==> src/rtl/fwd_hazard_unit.sv <==
// Forwarding-select and load-use stall control for the 5-stage RV32I pipeline.
// Tracks in-flight producers and registers the EX-stage ALU operand mux selects.
module fwd_hazard_unit #(
  parameter int REG_ADDR_W = 5,
  parameter int CNT_W      = 16
) (
  input  logic                  clk,
  input  logic                  rst_n,
  input  logic                  id_valid,
  input  logic [REG_ADDR_W-1:0] id_rs1,
  input  logic [REG_ADDR_W-1:0] id_rs2,
  input  logic [REG_ADDR_W-1:0] id_rd,
  input  logic                  id_reg_write,
  input  logic                  id_mem_read,
  input  logic                  ex_flush,
  output logic [1:0]            fwd_a,
  output logic [1:0]            fwd_b,
  output logic                  stall,
  output logic [CNT_W-1:0]      stall_count
);

  typedef struct packed {
    logic                  valid;
    logic [REG_ADDR_W-1:0] rd;
    logic                  reg_write;
    logic                  mem_read;
  } ex_slot_t;

  // A MEM producer forwards whether or not it is a load, and a WB producer is
  // covered by the write-before-read register file, so neither keeps mem_read.
  typedef struct packed {
    logic                  valid;
    logic [REG_ADDR_W-1:0] rd;
    logic                  reg_write;
  } mem_slot_t;

  localparam logic [1:0] SEL_REGFILE = 2'b00;
  localparam logic [1:0] SEL_MEM_WB  = 2'b01;
  localparam logic [1:0] SEL_EX_MEM  = 2'b10;

  ex_slot_t  ex_q;
  mem_slot_t mem_q;
  logic      load_in_ex;
  logic      bubble;

  function automatic logic writes(input logic valid, input logic reg_write,
                                  input logic [REG_ADDR_W-1:0] rd,
                                  input logic [REG_ADDR_W-1:0] r);
    return valid && reg_write && (rd == r) && (r != '0);
  endfunction

  // Youngest producer wins; a load still in EX cannot forward (that case stalls).
  function automatic logic [1:0] fwd_sel(input ex_slot_t ex, input mem_slot_t mem,
                                         input logic [REG_ADDR_W-1:0] r);
    if (writes(ex.valid, ex.reg_write, ex.rd, r) && !ex.mem_read) return SEL_EX_MEM;
    if (writes(mem.valid, mem.reg_write, mem.rd, r))             return SEL_MEM_WB;
    return SEL_REGFILE;
  endfunction

  assign load_in_ex = ex_q.valid && ex_q.mem_read && ex_q.reg_write && (ex_q.rd != '0);
  assign stall      = id_valid && load_in_ex &&
                      ((ex_q.rd == id_rs1) || (ex_q.rd == id_rs2)) && !ex_flush;
  assign bubble     = stall || ex_flush || !id_valid;

  // NOTE: sequential state uses non-blocking assignments so every register samples
  // the pre-edge slot values, which is exactly what the forwarding compare needs.
  always_ff @(posedge clk or negedge rst_n) begin
    if (!rst_n) begin
      ex_q        <= '0;
      mem_q       <= '0;
      fwd_a       <= SEL_REGFILE;
      fwd_b       <= SEL_REGFILE;
      stall_count <= '0;
    end else begin
      mem_q <= '{valid: ex_q.valid, rd: ex_q.rd, reg_write: ex_q.reg_write};
      if (bubble) begin
        ex_q  <= '0;
        fwd_a <= SEL_REGFILE;
        fwd_b <= SEL_REGFILE;
      end else begin
        ex_q  <= '{valid: 1'b1, rd: id_rd, reg_write: id_reg_write, mem_read: id_mem_read};
        fwd_a <= fwd_sel(ex_q, mem_q, id_rs1);
        fwd_b <= fwd_sel(ex_q, mem_q, id_rs2);
      end
      if (stall && (stall_count != '1)) stall_count <= stall_count + 1'b1;
    end
  end

endmodule

==> config.mk <==
export PLATFORM = sky130hd
export DESIGN_NAME = fwd_hazard_unit
export DESIGN_NICKNAME = d
export VERILOG_FILES = /design/src/rtl/fwd_hazard_unit.sv
export SDC_FILE = /design/constraint.sdc
export NUM_CORES = 1
export LEC_CHECK = 0
export ABC_AREA = 1
export BUFFER_PORTS_ARGS = -buffer_cell sky130_fd_sc_hd__buf_2
export CORE_ASPECT_RATIO = 0.7
export CORE_MARGIN = 4
export CORE_UTILIZATION = 58
export CTS_CLUSTER_DIAMETER = 30
export DETAILED_ROUTE_END_ITERATION = 16
export PLACE_DENSITY = 0.84
export REMOVE_ABC_BUFFERS = 1
export SETUP_SLACK_MARGIN = 0.4
export SYNTH_ARGS = -nofsm -noshare
export SYNTH_HDL_FRONTEND = slang
export SYNTH_SLANG_ARGS = --single-unit
export TNS_END_PERCENT = 50
==> constraint.sdc <==
create_clock -name clk -period 4.2 [get_ports clk]
set_input_delay 0.42 -clock clk [delete_from_list [all_inputs] [get_ports clk]]
set_output_delay 0.42 -clock clk [all_outputs]
set_load 0.01 [all_outputs]
==> report_table.html, run 1 <==
<table>
<tr><th>Metric</th><th>Value</th></tr>
<tr><th colspan="2">Outcome</th></tr>
<tr><td>Run status</td><td>complete, no violations</td></tr>
<tr><th colspan="2">Clock tree</th></tr>
<tr><td>TritonCTS buffer count</td><td>5</td></tr>
<tr><td>Maximum buffer depth of the clock tree</td><td>2</td></tr>
<tr><td>Quantity of hold-fixing buffers added after cts</td><td>0</td></tr>
<tr><td>Clock transition at the register clock pins on the worst setup and hold paths after CTS</td><td>70 ps</td></tr>
<tr><td>Clock sinks</td><td>35</td></tr>
<tr><td>Number of instances resized during post-cts repair</td><td>0</td></tr>
<tr><td>Latest clock arrival within the worst-skew pair</td><td>just under 300 ps</td></tr>
<tr><td>Cell at the root of the clock tree</td><td>clkbuf_8</td></tr>
<tr><td>Number of levels the H-tree was split into</td><td>2</td></tr>
<tr><td>Number of setup buffers added after CTS</td><td>0</td></tr>
<tr><td>Clock tree from TritonCTS</td><td>built</td></tr>
<tr><th colspan="2">STA</th></tr>
<tr><td>Hold violation total from the final report</td><td>0</td></tr>
<tr><td>Fin crit period</td><td>a little under 2000 ps</td></tr>
<tr><td>Worst relative slew slack</td><td>49.4%</td></tr>
<tr><td>Min setup slack post-route</td><td>2220 ps</td></tr>
<tr><td>Maximum achievable frequency</td><td>a little over 0.5 GHz</td></tr>
<tr><td>Final clock period utilization by the worst path</td><td>47.2%</td></tr>
<tr><td>Post-route setup TNS</td><td>0 ps</td></tr>
<tr><td>RSZ-0062 raised after global routing</td><td>false</td></tr>
<tr><td>Number of max-slew violations in the final report</td><td>0</td></tr>
<tr><td>Slew at the pin with the worst max-slew slack</td><td>about 760 ps</td></tr>
<tr><td>Worst-case clock skew</td><td>10.5 ps</td></tr>
<tr><td>Final setup fails</td><td>0</td></tr>
<tr><th colspan="2">Global routing</th></tr>
<tr><td>Largest net degree at the start of global routing</td><td>36</td></tr>
<tr><td>Wire length of the first global-routing pass</td><td>approximately 7.0 mm</td></tr>
<tr><td>GRT Total Usage</td><td>between 20 and 25%</td></tr>
<tr><td>Via count of the first global-routing pass</td><td>approximately 1.5k</td></tr>
<tr><td>Initial antenna violation count</td><td>0</td></tr>
<tr><td>Total gr overflow</td><td>0</td></tr>
<tr><th colspan="2">Floorplan</th></tr>
<tr><td>Y dimension of the die</td><td>between 50 and 60 um</td></tr>
<tr><td>Chip width</td><td>between 70 and 80 um</td></tr>
<tr><td>Starting density of the core</td><td>between 60% and 70%</td></tr>
<tr><td>Number of core rows</td><td>17</td></tr>
<tr><td>Top Ports</td><td>42</td></tr>
<tr><td>CORE AREA</td><td>approximately 0.0032 mm^2</td></tr>
<tr><td>Area enclosed by the die boundary</td><td>around 0.0043 mm^2</td></tr>
<tr><th colspan="2">Final layout</th></tr>
<tr><td>Count of non-filler cells in the finished layout</td><td>345</td></tr>
<tr><td>Area delta synth-&gt;final</td><td>17.9%</td></tr>
<tr><td>Post-layout nets</td><td>328</td></tr>
<tr><td>Fraction of layout cells with a size suffix above 1</td><td>between 10% and 20%</td></tr>
<tr><td>Total inserted antenna cells</td><td>0</td></tr>
<tr><th colspan="2">Power and ir drop</th></tr>
<tr><td>Reg power frac</td><td>about half</td></tr>
<tr><td>Worst vdd ir</td><td>about 260 uV</td></tr>
<tr><td>Pwr dens</td><td>311 mW/mm^2</td></tr>
<tr><td>Leakage power</td><td>approximately 1.3 nW</td></tr>
<tr><td>Combinational Power Share</td><td>just under 7%</td></tr>
<tr><td>Clk pwr share</td><td>roughly 44%</td></tr>
<tr><td>Fraction of power spent switching nets</td><td>approximately 22%</td></tr>
<tr><td>Internal power summed over all cells</td><td>approximately 0.00055 W</td></tr>
<tr><td>Net switching power figure</td><td>between 0.00015 and 0.0002 W</td></tr>
<tr><th colspan="2">Place</th></tr>
<tr><td>Post-place setup slack</td><td>2390 ps</td></tr>
<tr><td>Count of buffers inserted at the top-level ports</td><td>41</td></tr>
<tr><td>Final HPWL from detailed placement</td><td>3.17 mm</td></tr>
<tr><td>Placer Congestion</td><td>slightly below 0.9</td></tr>
<tr><td># placed instances</td><td>~340</td></tr>
<tr><th colspan="2">Job</th></tr>
<tr><td>Max-cap violation count</td><td>0</td></tr>
<tr><th colspan="2">Critical path</th></tr>
<tr><td>Data required, critical path</td><td>3780 ps</td></tr>
<tr><td>Endpoint class of the critical path</td><td>primary output</td></tr>
<tr><td>Kind of critical path</td><td>reg -&gt; out</td></tr>
<tr><td>Maximum fanout encountered on the critical timing path</td><td>4</td></tr>
<tr><td>Critical path arrival</td><td>around 1600 ps</td></tr>
<tr><td>Nature of the critical path startpoint</td><td>flop</td></tr>
<tr><th colspan="2">Synthesis</th></tr>
<tr><td>Post-synthesis average cell area</td><td>about 7.4 um^2</td></tr>
<tr><td>Number of register bits inferred by synthesis</td><td>35</td></tr>
<tr><td>Top cell type's share of synthesized area</td><td>around 45%</td></tr>
<tr><td>Cell area after synthesis</td><td>just under 0.002 mm^2</td></tr>
<tr><td>Share of synthesized flip-flops with an asynchronous set or reset</td><td>100%</td></tr>
<tr><td>Synthesized netlist cell count</td><td>about 260</td></tr>
<tr><td>Commonest cells in the synthesized netlist</td><td>101 x nand2_1, 36 x inv_1, 35 x dfrtp_1</td></tr>
<tr><td>Top post-synthesis cells by area</td><td>dfrtp_1 45%, nand2_1 20%, inv_1 7.0%</td></tr>
<tr><td>Register area share after synthesis</td><td>between 40% and 50%</td></tr>
<tr><td>Post-synth EDFFs</td><td>0</td></tr>
<tr><td>Yosys synthesis warning count</td><td>0</td></tr>
<tr><td>Most frequent cell after synthesis</td><td>nand2_1</td></tr>
<tr><td>Cell type contributing the most total cell area after synthesis</td><td>dfrtp_1</td></tr>
<tr><td>Post-synthesis cell type count</td><td>23</td></tr>
<tr><td>Primary FF master, synth</td><td>dfrtp_1</td></tr>
<tr><th colspan="2">Hold path</th></tr>
<tr><td>Hold crit path type</td><td>in -&gt; async</td></tr>
<tr><th colspan="2">Route</th></tr>
<tr><td>DR DRC count</td><td>0</td></tr>
<tr><td>Remaining antenna violation count after routing</td><td>0</td></tr>
<tr><td>Final wirelength</td><td>around 4.2 mm</td></tr>
<tr><td>Routed via count divided by cell count</td><td>between 5 and 6</td></tr>
<tr><td>Iteration-0 DRC count of the detailed router</td><td>129</td></tr>
<tr><td>Number of iterations in the first detailed-routing pass</td><td>4</td></tr>
<tr><td>Vias after detailed routing</td><td>around 1.7k</td></tr>
<tr><td>Routed wirelength normalized by instance count</td><td>12.1 um</td></tr>
</table>
[power by group through the flow]
stage	registers (W)	logic, W	clock network [W]
after CTS	0.000347	0.0000488	0.000317
after detailed placement	0.000353	0.0000485	0
after global placement	0.000353	0.0000479	0
after global routing	0.000348	0.0000558	0.000334
final	0.000347	0.0000486	0.000314
after floorplan	0.000352	0.0000243	0
[cell families after synthesis]
logic type               Yosys count  synth area share [%]
flip-flops                        35                  45.3
adder cells (fa/ha/maj)            1                 0.647
AO/OA/AOI/OAI                      5                  1.75
AND/OR/NAND/NOR                  163                  35.9
buffers and inverters             39                  8.22
XOR/XNOR                          18                  8.16
[layer usage]
| layer | share of wire [%] | track usage [%] | up-vias |
|---|---|---|---|
| met5 | 0 | 0 | - |
| met4 | 1.6 | 7.61 | 0 |
| met3 | 6.7 | 4.81 | 7 |
| met2 | 40 | 28.7 | 58 |
| met1 | 52 | 31.5 | 794 |
| li1 | - | - | 888 |
[flip-flops by register name (all words and copies together) (netlist names)]
register	count
stall_count	16
fwd_a	2
fwd_b	2
mem_q	7
ex_q	8
[cells in the final DEF, fill, tap and decap left out, drive strengths merged]
| master | instances |
|---|---|
| bufinv | 1 |
| nor2 | 30 |
| nand3 | 10 |
| o22ai | 1 |
| ha | 1 |
| clkinv | 1 |
| nand4 | 7 |
| o2111ai | 2 |
| xor2 | 11 |
| dfrtp | 35 |
| buf | 41 |
| or2 | 1 |
| o21ai | 2 |
| inv | 36 |
| nor3 | 10 |
| clkbuf | 6 |
| xnor2 | 7 |
| nand3b | 3 |
| nand2 | 102 |
[layout make-up]
type                    count  area (um^2)
multi-input cells         187          898
fillers                   248          890
flip-flops and latches     35          876
repair buffers             41          205
inverters                  36          135
clock buffers               6         82.6
well taps                  38         47.5
clock inverters             2         35.0
[metrics by stage]
step	power [W]	util (%)	hold slack, ps	instance area (um^2)
after global routing	0.000737	71.9	259	2280
after global placement	0.000401	68.2	358	2160
final	0.000710	71.9	200	2280
after floorplan	0.000377	-	124	1910
after CTS	0.000713	71.9	219	2280
after detailed placement	0.000402	68.2	362	2160
[path summary, 6_finish.rpt]
kind,from,end,slack [ps],cells past startpoint
setup reg to reg,stall_count[0]$_DFFE_PN0P_,stall_count[12]$_DFFE_PN0P_,2390,7
min in group clk,id_rd[1],ex_q[3]$_DFF_PN0_,330,3
hold reg to reg,ex_q[1]$_DFF_PN0_,mem_q[0]$_DFF_PN0_,370,0
hold / removal,rst_n,stall_count[12]$_DFFE_PN0P_,200,1
max in group asynchronous,rst_n,fwd_a[1]$_DFF_PN0_,3520,1
setup / recovery,ex_q[5]$_DFF_PN0_,stall,2220,9
[worst max-delay path, cell delays in order (launching register included)]
cell and delay (ps):
dfrtp_1 380, inv_1 90, nand2_1 80, nand2_1 50, nor2_1 120, nand3_1 130, nand2_2 120, nand3_2 90
inv_1 70, buf_2 120
Note: power is estimated with default switching activity, not from simulation.
==> run 2, diff against run 1 <==
ABC_AREA = 0   (was 1)
CORE_UTILIZATION = 52   (was 58)
PLACE_DENSITY = 0.78   (was 0.84)
clock period = 1.9 ns   (was 4.2 ns; I/O delays follow)
==> run 2 against run 1 <==
Net effect: the flow now finishes with violations (setup timing); first-iteration DRC count decreased by 33%; final cell count decreased by 25%; synthesized cell count decreased by 45%; core utilization increased by 4.5 points; flip-flop and latch count unchanged; highest routed layer unchanged.
==> report_table.html, run 2 <==
<table>
<tr><th>Metric</th><th>Value</th></tr>
<tr><th colspan="2">Place</th></tr>
<tr><td>Count of buffers inserted at the top-level ports</td><td>41 (unchanged)</td></tr>
<tr><td>Placer Congestion</td><td>0.879 (-1.4%)</td></tr>
<tr><td>Total cell area at the placement stage</td><td>0.00206 mm^2 (-4.5%)</td></tr>
<tr><td>Final HPWL from detailed placement</td><td>2.91 mm (-8.1%)</td></tr>
<tr><th colspan="2">Synthesis</th></tr>
<tr><td>Combinational family with the most area after synthesis</td><td>simple AND/OR/NAND/NOR gates</td></tr>
<tr><td>Cell type contributing the most total cell area after synthesis</td><td>dfrtp_1</td></tr>
<tr><td>Synthesized-area fraction occupied by ao, oa, aoi and oai cells</td><td>3.84% (+2.1 points)</td></tr>
<tr><td>Primary FF master, synth</td><td>dfrtp_1</td></tr>
<tr><td>Most frequent cell after synthesis</td><td>dfrtp_1</td></tr>
<tr><td>Register area share after synthesis</td><td>51.7% (+6.4 points)</td></tr>
<tr><td>Synthesized netlist cell count</td><td>143 (-45%)</td></tr>
<tr><td>Synthesized-area fraction occupied by adder cells</td><td>0.738% (+0.091 points)</td></tr>
<tr><td>Top cell type's share of synthesized area</td><td>51.7% (+6.4 points)</td></tr>
<tr><td>Synthesized-area fraction occupied by and/or/nand/nor cells</td><td>23.1% (-13 points)</td></tr>
<tr><td>Cell area after synthesis</td><td>0.00170 mm^2 (-12%)</td></tr>
<tr><td>Yosys synthesis warning count</td><td>0 (unchanged)</td></tr>
<tr><td>Share of synthesized flip-flops with an asynchronous set or reset</td><td>100% (unchanged)</td></tr>
<tr><td>Top post-synthesis cells by area</td><td>dfrtp_1 52%, xnor2_1 8.8%, xor2_1 8.8%</td></tr>
<tr><td>Commonest cells in the synthesized netlist</td><td>35 x dfrtp_1, 17 x xnor2_1, 17 x xor2_1</td></tr>
<tr><td>Post-synth EDFFs</td><td>0 (unchanged)</td></tr>
<tr><td>Post-synthesis cell type count</td><td>34 (+48%)</td></tr>
<tr><td>Number of register bits inferred by synthesis</td><td>35 (unchanged)</td></tr>
<tr><td>Multiplexer share of the synthesized area</td><td>1.33% (+1.3 points)</td></tr>
<tr><td>Post-synthesis average cell area</td><td>11.9 um^2 (+60%)</td></tr>
<tr><td>XOR/XNOR share of the synthesized area</td><td>17.6% (+9.4 points)</td></tr>
<tr><th colspan="2">Final layout</th></tr>
<tr><td>Post-layout nets</td><td>241 (-27%)</td></tr>
<tr><td>Area of all placed cells without fillers</td><td>0.00240 mm^2 (+5.5%)</td></tr>
<tr><td>Total inserted antenna cells</td><td>0 (unchanged)</td></tr>
<tr><td>Max reg flops</td><td>16 (unchanged)</td></tr>
<tr><td>Layout Utilization</td><td>76.4% (+4.5 points)</td></tr>
<tr><td>Filler Cell Count</td><td>182 (-27%)</td></tr>
<tr><td>Most frequent cells in the layout</td><td>40 x buf_2, 33 x dfrtp_1, 21 x buf_4</td></tr>
<tr><td>Area delta synth-&gt;final</td><td>41.8%</td></tr>
<tr><td>Registers with the highest flip-flop counts</td><td>stall_count (16), ex_q (8), mem_q (7)</td></tr>
<tr><td>Top register by number of flip-flops</td><td>stall_count</td></tr>
<tr><td>Commonest non-fill, non-tap cell in the layout</td><td>buf_2</td></tr>
<tr><td>Fraction of layout cells with a size suffix above 1</td><td>51.8% (+34 points)</td></tr>
<tr><th colspan="2">Route</th></tr>
<tr><td>Vias after detailed routing</td><td>1428 (-18%)</td></tr>
<tr><td>DR DRC count</td><td>0 (unchanged)</td></tr>
<tr><td>Number of iterations in the first detailed-routing pass</td><td>4 (unchanged)</td></tr>
<tr><td>Remaining antenna violation count after routing</td><td>0 (unchanged)</td></tr>
<tr><td>Final wirelength</td><td>4.43 mm (+5.8%)</td></tr>
<tr><td>Routed via count divided by cell count</td><td>5.53 (+9.3%)</td></tr>
<tr><td>Iteration-0 DRC count of the detailed router</td><td>87 (-33%)</td></tr>
<tr><td>Routed wirelength normalized by instance count</td><td>17.2 um (+41%)</td></tr>
<tr><th colspan="2">Global routing</th></tr>
<tr><td>Initial antenna violation count</td><td>0 (unchanged)</td></tr>
<tr><td>Wire length of the first global-routing pass</td><td>6.82 mm (-2.1%)</td></tr>
<tr><td>Via count of the first global-routing pass</td><td>1468 (-1.9%)</td></tr>
<tr><td>Largest net degree at the start of global routing</td><td>36 (unchanged)</td></tr>
<tr><td>GRT Total Usage</td><td>20.6% (-0.17 points)</td></tr>
<tr><td>Total gr overflow</td><td>0 (unchanged)</td></tr>
<tr><th colspan="2">Floorplan</th></tr>
<tr><td>Top Ports</td><td>42 (unchanged)</td></tr>
<tr><td>Chip width</td><td>76.2 um (-0.98%)</td></tr>
<tr><td>Starting density of the core</td><td>53.9% (-7.1 points)</td></tr>
<tr><td>Y dimension of the die</td><td>55.8 um (-0.94%)</td></tr>
<tr><td>Area enclosed by the die boundary</td><td>0.00425 mm^2 (-1.9%)</td></tr>
<tr><td>CORE AREA</td><td>0.00315 mm^2 (-0.67%)</td></tr>
<tr><td>Number of core rows</td><td>17 (unchanged)</td></tr>
<tr><th colspan="2">Clock tree</th></tr>
<tr><td>Clock transition at the register clock pins on the worst setup and hold paths after CTS</td><td>70 ps (about the same)</td></tr>
<tr><td>TritonCTS buffer count</td><td>5 (unchanged)</td></tr>
<tr><td>Number of levels the H-tree was split into</td><td>2 (unchanged)</td></tr>
<tr><td>Clock sinks</td><td>35 (unchanged)</td></tr>
<tr><td>Latest clock arrival within the worst-skew pair</td><td>290 ps (about the same)</td></tr>
<tr><td>Clock tree from TritonCTS</td><td>built</td></tr>
<tr><td>Cell at the root of the clock tree</td><td>clkbuf_8</td></tr>
<tr><td>Maximum buffer depth of the clock tree</td><td>2 (unchanged)</td></tr>
<tr><th colspan="2">STA</th></tr>
<tr><td>Slew at the pin with the worst max-slew slack</td><td>744 ps (-16.0 ps)</td></tr>
<tr><td>Hold violation total from the final report</td><td>0 (unchanged)</td></tr>
<tr><td>Worst-case clock skew</td><td>3.21 ps (-7.34 ps)</td></tr>
<tr><td>Final clock period utilization by the worst path</td><td>103%</td></tr>
<tr><td>RSZ-0062 raised after global routing</td><td>true</td></tr>
<tr><td>Final setup fails</td><td>8 (+8)</td></tr>
<tr><td>Number of max-slew violations in the final report</td><td>0 (unchanged)</td></tr>
<tr><td>Min setup slack post-route</td><td>-57.7 ps (-2280 ps)</td></tr>
<tr><td>Worst relative slew slack</td><td>50.4% (+1.1 points)</td></tr>
<tr><td>Maximum achievable frequency</td><td>about 0.5 GHz</td></tr>
<tr><td>Fin crit period</td><td>~2000 ps</td></tr>
<tr><th colspan="2">Hold path</th></tr>
<tr><td>Hold crit path type</td><td>in -&gt; reg</td></tr>
<tr><th colspan="2">Power and ir drop</th></tr>
<tr><td>Worst vdd ir</td><td>403 uV (+56%)</td></tr>
<tr><td>Pwr dens</td><td>619 mW/mm^2 (+99%)</td></tr>
<tr><td>Leakage power</td><td>1.24 nW (-4.4%)</td></tr>
<tr><th colspan="2">Job</th></tr>
<tr><td>Max-cap violation count</td><td>0 (unchanged)</td></tr>
<tr><th colspan="2">Critical path</th></tr>
<tr><td>Maximum fanout encountered on the critical timing path</td><td>5 (+1)</td></tr>
<tr><td>Critical path arrival</td><td>2140 ps (+580 ps)</td></tr>
<tr><td>Cell-by-cell trace of the critical path</td><td>buf_6, xor2_1, nor3_2, nand3_2, buf_6, a21oi_2, nor3b_2, buf_4, buf_4, and2_2</td></tr>
<tr><td>Endpoint class of the critical path</td><td>flop</td></tr>
<tr><td>Nature of the critical path startpoint</td><td>flop</td></tr>
<tr><td>Library cell contributing the largest single delay on the critical path</td><td>dfrtp_1</td></tr>
<tr><td>Kind of critical path</td><td>reg -&gt; reg</td></tr>
<tr><td>Data required, critical path</td><td>2090 ps (-1690 ps)</td></tr>
<tr><td>Biggest cell delay along the critical path</td><td>380 ps (about the same)</td></tr>
<tr><th colspan="2">Outcome</th></tr>
<tr><td>Violated checks</td><td>setup timing</td></tr>
<tr><td>Run status</td><td>complete, but fails checks</td></tr>
</table>
==> run 2: changes by cell type in the layout (fill, tap and decap cells not counted), sizes merged, moves of 4 or more <==
cell,previous run,this run
and2,0,8
buf,41,70
inv,36,3
nand2,102,6
nor2,30,7
or4,0,4
xnor2,7,17
xor2,11,17
==> run 2: worst paths after layout <==
check / start / to / slack (ps) / cells past startpoint
min in group asynchronous: rst_n / stall_count[11]$_DFFE_PN0P_ / 500 / 2
max: ex_q[3]$_DFF_PN0_ / ex_q[0]$_DFF_PN0_ / -60 / 10
max reg2reg: ex_q[3]$_DFF_PN0_ / ex_q[0]$_DFF_PN0_ / -60 / 10
max in group asynchronous: rst_n / ex_q[2]$_DFF_PN0_ / 880 / 2
min reg2reg: ex_q[7]$_DFF_PN0_ / mem_q[6]$_DFF_PN0_ / 420 / 0
min: id_mem_read / ex_q[0]$_DFF_PN0_ / 110 / 2
==> run 2: through the flow <==
step	instances	setup WS, ps	setup TNS [ps]	hold WS (ps)	power, W
after floorplan	141	-123	-185	-106	0.000831
after global placement	238	24.4	0	288	0.000888
after global routing	258	-113	-1070	118	0.00154
after CTS	257	-67.9	-451	113	0.00149
after detailed placement	238	-41.5	-153	299	0.000894
final	258	-57.7	-236	110	0.00149
==> run 2: layer usage <==
layer	track usage [%]	share of wire (%)	vias up
li1	-	-	648
met2	35.2	50	56
met4	11.4	4.1	0
met1	24.4	40	707
met5	0	0	-
met3	4.21	5.3	17
==> run 2: cell type report <==
class                   instances  area, um^2  area share [%]
repair buffers                 71         469            19.5
multi-input cells             103         898            37.4
inverters                       3        11.3           0.468
flip-flops and latches         35         878            36.5
clock buffers                   8         100            4.16
well taps                      38        47.5            1.98
==> run 2: kinds of logic after synthesis <==
| family | Yosys count |
|---|---|
| simple gates | 60 |
| compound gates | 6 |
| xor+xnor | 34 |
| buf+inv | 5 |
| mux | 2 |
| fa+ha+maj | 1 |
| flops | 35 |
==> run 2: worst max-delay path, delay by kind of cell (launching register included) <==
family                 cells  cell delay [ps]
buffers and inverters      4              580
AND/OR/NAND/NOR            4              540
flip-flops                 1              380
AO/OA/AOI/OAI              1              190
XOR/XNOR                   1              160
==> run 2: power breakdown <==
| part | leakage, nW | switching [W] | internal, W |
|---|---|---|---|
| Sequential | 0.477 | 0.0000111 | 0.000758 |
| Clock | 0.0515 | 0.000258 | 0.000330 |
| Combinational | 0.714 | 0.0000665 | 0.0000631 |
| Total | 1.24 | 0.000336 | 0.00115 |
==> run 2: timing repair <==
item | CTS | global route
setup buffers | 10 | 1
setup endpoints to repair | 29 | 29
resized for setup | 21 | 13
pin swaps | 14 | 10
hold endpoints to repair | 35 | 0
hold buffers | 1 | 0
